File: config.mk
export PLATFORM = sky130hd
export DESIGN_NAME = fetch_unit
export DESIGN_NICKNAME = d
export VERILOG_FILES = /design/src/rtl/types_pkg.sv /design/src/rtl/fetch_fifo.sv /design/src/rtl/fetch_unit.sv
export SDC_FILE = /design/constraint.sdc
export NUM_CORES = 1
export LEC_CHECK = 0
export CAP_MARGIN = 20
export CORE_UTILIZATION = 65
export CTS_CLUSTER_SIZE = 10
export DETAILED_ROUTE_END_ITERATION = 16
export DONT_BUFFER_PORTS = 1
export PLACE_DENSITY = 0.85
export SLEW_MARGIN = 20
export SYNTH_ARGS = -nofsm -noshare
export SYNTH_HDL_FRONTEND = slang
export SYNTH_SLANG_ARGS = --single-unit
File: constraint.sdc
create_clock -name clk -period 11.16 [get_ports clk]
set_input_delay 2.232 -clock clk [delete_from_list [all_inputs] [get_ports clk]]
set_output_delay 2.232 -clock clk [all_outputs]
set_load 0.02 [all_outputs]
File: src/rtl/types_pkg.sv
// Shared types for the front end: the fetch buffer entry and fetch constants.
package types_pkg;

    // One buffered fetch result: the instruction word tagged with its PC.
    typedef struct packed {
        logic [31:0] pc;
        logic [31:0] instr;
    } fetch_data;

    localparam logic [31:0] FETCH_RESET_PC = 32'h0000_0000;
    localparam logic [31:0] FETCH_PC_STEP  = 32'd4;

    // Instruction addresses are always word aligned.
    function automatic logic [31:0] word_align(input logic [31:0] addr);
        return {addr[31:2], 2'b00};
    endfunction

endpackage

File: src/rtl/fetch_fifo.sv
// In-order buffer of fetch_data entries. Entry 0 is always the head; a pop
// shifts the survivors down, and a push lands just past them, so push and pop
// in the same cycle leave the count unchanged. Flush empties the buffer.
module fetch_fifo
    import types_pkg::*;
#(
    parameter int DEPTH = 2,
    parameter int CNT_W = $clog2(DEPTH + 1)
) (
    input  logic             clk,
    input  logic             reset,
    input  logic             flush,
    input  logic             push,
    input  fetch_data        push_data,
    input  logic             pop,
    output fetch_data        head,
    output logic [CNT_W-1:0] count
);

    fetch_data        mem_q [DEPTH];
    fetch_data        mem_d [DEPTH];
    logic [CNT_W-1:0] count_q, count_d;

    // Next contents: flush wins, otherwise pop (shift) then push (append).
    always_comb begin
        mem_d   = mem_q;
        count_d = count_q;
        if (flush) begin
            count_d = '0;
        end else begin
            if (pop && (count_q != '0)) begin
                for (int i = 0; i < DEPTH - 1; i++) begin
                    mem_d[i] = mem_q[i + 1];
                end
                count_d = count_q - 1'b1;
            end
            if (push && (count_d < CNT_W'(DEPTH))) begin
                for (int i = 0; i < DEPTH; i++) begin
                    if (CNT_W'(i) == count_d) begin
                        mem_d[i] = push_data;
                    end
                end
                count_d = count_d + 1'b1;
            end
        end
    end

    // Storage and occupancy registers.
    always_ff @(posedge clk) begin
        if (reset) begin
            count_q <= '0;
            for (int i = 0; i < DEPTH; i++) begin
                mem_q[i] <= '0;
            end
        end else begin
            count_q <= count_d;
            mem_q   <= mem_d;
        end
    end

    // An empty buffer presents an all-zero head.
    assign head  = (count_q != '0) ? mem_q[0] : '0;
    assign count = count_q;

endmodule

File: src/rtl/fetch_unit.sv
// Instruction fetch front end. Issues one word-aligned read per cycle while
// the buffer has room for the result, tags returning data with its PC and
// hands it to decode in order.
// Handshake: an instruction transfers to decode on a rising edge where
// valid_out && ready_out; while valid_out=1 and ready_out=0, instr/pc_out hold.
module fetch_unit
    import types_pkg::*;
#(
    parameter logic [31:0] RESET_PC  = FETCH_RESET_PC,
    parameter int          BUF_DEPTH = 2
) (
    input  logic        clk,
    input  logic        reset,
    output logic        imem_req,
    output logic [31:0] imem_addr,
    input  logic [31:0] imem_rdata,
    input  logic        redirect_valid,
    input  logic [31:0] redirect_pc,
    output logic        valid_out,
    input  logic        ready_out,
    output logic [31:0] instr,
    output logic [31:0] pc_out
);

    localparam int CNT_W = $clog2(BUF_DEPTH + 1);

    logic [31:0]      fetch_pc_q, fetch_pc_d;
    logic             inflight_q, inflight_d;
    logic [31:0]      inflight_pc_q, inflight_pc_d;
    logic [CNT_W-1:0] occupancy;
    logic [7:0]       demand;
    logic             push, pop, flush;
    fetch_data        head, push_data;

    fetch_fifo #(
        .DEPTH (BUF_DEPTH),
        .CNT_W (CNT_W)
    ) u_fifo (
        .clk       (clk),
        .reset     (reset),
        .flush     (flush),
        .push      (push),
        .push_data (push_data),
        .pop       (pop),
        .head      (head),
        .count     (occupancy)
    );

    // Buffer head drives decode; reset masks the outputs while it is held.
    assign valid_out = !reset && (occupancy != '0);
    assign instr     = reset ? '0 : head.instr;
    assign pc_out    = reset ? '0 : head.pc;
    assign imem_addr = word_align(fetch_pc_q);

    // Request gating, buffer write of the returning word, and next fetch PC.
    always_comb begin
        pop            = valid_out && ready_out;
        // Slots already claimed after this cycle's pop: buffered plus in flight.
        demand         = 8'(occupancy) + 8'(inflight_q) - 8'(pop);
        imem_req       = !reset && !redirect_valid && (demand < 8'(BUF_DEPTH));
        push           = inflight_q && !reset && !redirect_valid;
        push_data.pc   = inflight_pc_q;
        push_data.instr = imem_rdata;
        flush          = redirect_valid;
        inflight_d     = imem_req;
        inflight_pc_d  = inflight_pc_q;
        fetch_pc_d     = fetch_pc_q;
        if (redirect_valid) begin
            fetch_pc_d = word_align(redirect_pc);
        end else if (imem_req) begin
            // 32-bit add wraps 32'hFFFF_FFFC to 32'h0.
            fetch_pc_d    = fetch_pc_q + FETCH_PC_STEP;
            inflight_pc_d = fetch_pc_q;
        end
    end

    // Fetch PC and in-flight tracking registers.
    always_ff @(posedge clk) begin
        if (reset) begin
            fetch_pc_q    <= RESET_PC;
            inflight_q    <= 1'b0;
            inflight_pc_q <= '0;
        end else begin
            fetch_pc_q    <= fetch_pc_d;
            inflight_q    <= inflight_d;
            inflight_pc_q <= inflight_pc_d;
        end
    end

endmodule
==> summary.txt <==
initial antenna violation count - 0
largest net degree at the start of global routing - 134
Num CTS Buffers - 17
post-route insts no fill - 1178
worst slack, placed - 3.64 ns
Area Overhead vs Synth - 7.15%
IO Port Bufs - 0
Post-CTS Hold Fix Bufs - 0
status - finished clean
worst slew pin tran - 0.896 ns
ANT cells - 0
fmax - 137 MHz
GRT Residual Overflow - 0
RSZ-0062 raised after global routing - no
Post-CTS Resized - 0
worst vdd ir - 0.0992 mV
Slowest-stage cell, CP - fa_1
fin crit share - 0.652
Reg clk slew, reported paths - 0.07 ns
Sink Count - 189
FFs w/ async S/R, synth - 0
WP data required - 8.93 ns
Fin. Hold Viols - 0
nets - 1068
synthesized area per cell - 8.23 sq um
final clock skew - 0.00602 ns
Worst path most repeated cell - inv_1
hold_ws - 0.449 ns
mapped cell area - 8620 sq um
#FFs+latches synth - 189
DR DRC count - 0
Clock Path Buffers - 2
Main synth FF type - dfxtp_1
clock root buffer - clkbuf_16
total placed cells including tap cells - 1144
wirelength, routed - 20.9 mm
CP Launch Type - input pin
final total power - 0.00142 W
first-pass iteration count of the detailed router - 5
Slew HR - 0.402
crit-path cells - or3b_4, inv_1, ha_1, nand2b_2, inv_1, fa_1, inv_1, o2111ai_2, clkinv_1, buf_16
Mapped Cells - 1047
via count - 7311
gpl congestion - 0.851
number of flops mapped to enable cells by yosys - 0
Skew-Pair Late Insertion Delay - 0.43 ns
# rows - 41
core area - 12800 sq um
first-pass GRT wire length - 32.6 mm
Fill cells - 999
P_leak - 3.00 nW
Die Y - 117 um
final setup fails - 0
Initial DRC Count - 725
hold crit path type - reg -> reg
Initial Util - 0.675
pwr dens - 153 nW/um^2
DP Wirelength - 12.6 mm
DIE AREA - 13700 sq um
Final min period - 7.28 ns
layout cells sized above 1 - 0.0596
Setup WS post-layout - 3.88 ns
drt via density - 6.21
CTS HTree Levels - 4
die width - 117 um
vias in the first global route - 6653
sequential fraction of the synthesis area - 0.439
GRT Util Overall - 0.302
remaining antenna violation count - 0
CP max FO - 133
yosys warns - 0
Cell variety after synth - 60
Post-CTS Setup Bufs - 0
crit path DAT - 5.05 ns
CP max stage delay - 0.71 ns
Max Cap Violations - 0
Crit Path Category - in -> out
crit path capture type - primary output
CTS tree - yes
post-route setup TNS - 0 ns
max-slew violations - 0
WL per Instance - 17.7 um
Ports - 166
-- cell usage after synthesis, types with 9 or more instances --
master | n | area share
and4_1 | 9 | 0.0091
clkbuf_1 | 65 | 0.028
buf_4 | 9 | 0.0078
o21ai_0 | 62 | 0.036
mux2i_1 | 64 | 0.074
and2_1 | 64 | 0.046
a211oi_1 | 13 | 0.011
nand3_1 | 18 | 0.010
nand2_1 | 199 | 0.087
nand4_1 | 18 | 0.013
inv_1 | 21 | 0.0091
a21oi_1 | 153 | 0.089
nor2_1 | 26 | 0.011
nor3_1 | 15 | 0.0087
dfxtp_1 | 189 | 0.44
-- critical path, delay by kind of cell --
kind / cells / cell delay, ns
fa+ha+maj: 2 / 0.86
simple gates: 2 / 0.60
buf+inv: 5 / 1.23
compound gates: 1 / 0.11
-- report_power, final --
| part | internal (W) | switching [W] |
|---|---|---|
| Clock | 0.000325 | 0.000270 |
| Sequential | 0.000698 | 0.0000353 |
| Combinational | 0.0000334 | 0.0000560 |
| Total | 0.00106 | 0.000362 |
-- registers in the layout, summed over array words and instances (netlist names) --
register and cells:
u_fifo.mem_q 126, fetch_pc_q 30, inflight_q 1, u_fifo.count 2, inflight_pc_q 30
-- layout make-up --
class / instances / area (sq um) / share of cell area
Timing Repair Buffer: 11 / 123 / 0.0133
Multi-Input combinational cell: 753 / 4460 / 0.482
Tap cell: 172 / 215 / 0.0233
Clock buffer: 19 / 453 / 0.0490
Clock inverter: 13 / 129 / 0.0139
Sequential cell: 189 / 3780 / 0.410
Inverter: 21 / 78.8 / 0.00853
-- cells in the final DEF, fill, tap and decap left out, types with 7 or more instances in the layout --
master	n
nand2_1	199
nor4_1	7
clkbuf_16	17
nand3_1	18
nor2_1	25
and4_1	9
buf_4	9
nor3_1	15
a311o_1	7
nand4_1	18
a211oi_1	13
dfxtp_1	189
o21ai_0	62
inv_1	19
and2_1	64
a21oi_1	153
mux2i_1	64
-- final timing paths --
path / endpoint / from / cells past startpoint / slack, ns
setup / recovery: imem_req / reset / 10 / 3.88
hold / removal: u_fifo.mem_q[4] / u_fifo.mem_q[4] / 2 / 0.45
setup reg to reg: fetch_pc_q[19] / u_fifo.count[1] / 12 / 6.46
hold reg to reg: u_fifo.mem_q[4] / u_fifo.mem_q[4] / 2 / 0.45
-- cells by family after synthesis --
kind of cell / count (synthesis) / synth area share
multiplexers: 64 / 0.0743
AND/OR/NAND/NOR: 394 / 0.224
XOR/XNOR: 4 / 0.00406
adder cells (fa/ha/maj): 7 / 0.0110
other: 1 / 0.000435
buffers and inverters: 106 / 0.0518
flip-flops: 189 / 0.439
AO/OA/AOI/OAI: 282 / 0.195
-- metal layers --
metal / global-route usage / up-vias / part of all wire
met1: 0.391 / 3403 / 0.44
li1: - / 3560 / -
met2: 0.491 / 306 / 0.48
met3: 0.0639 / 42 / 0.066
met4: 0.122 / 0 / 0.023
met5: 0 / - / 0
-- through the flow --
stage               cell area, sq um  utilization
finish                          9240        0.723
global route                    9240        0.723
CTS                             9180        0.718
detailed placement              8590        0.673
global placement                8590        0.673
floorplan                       8630            -
Note: power is estimated with default switching activity, not from simulation.
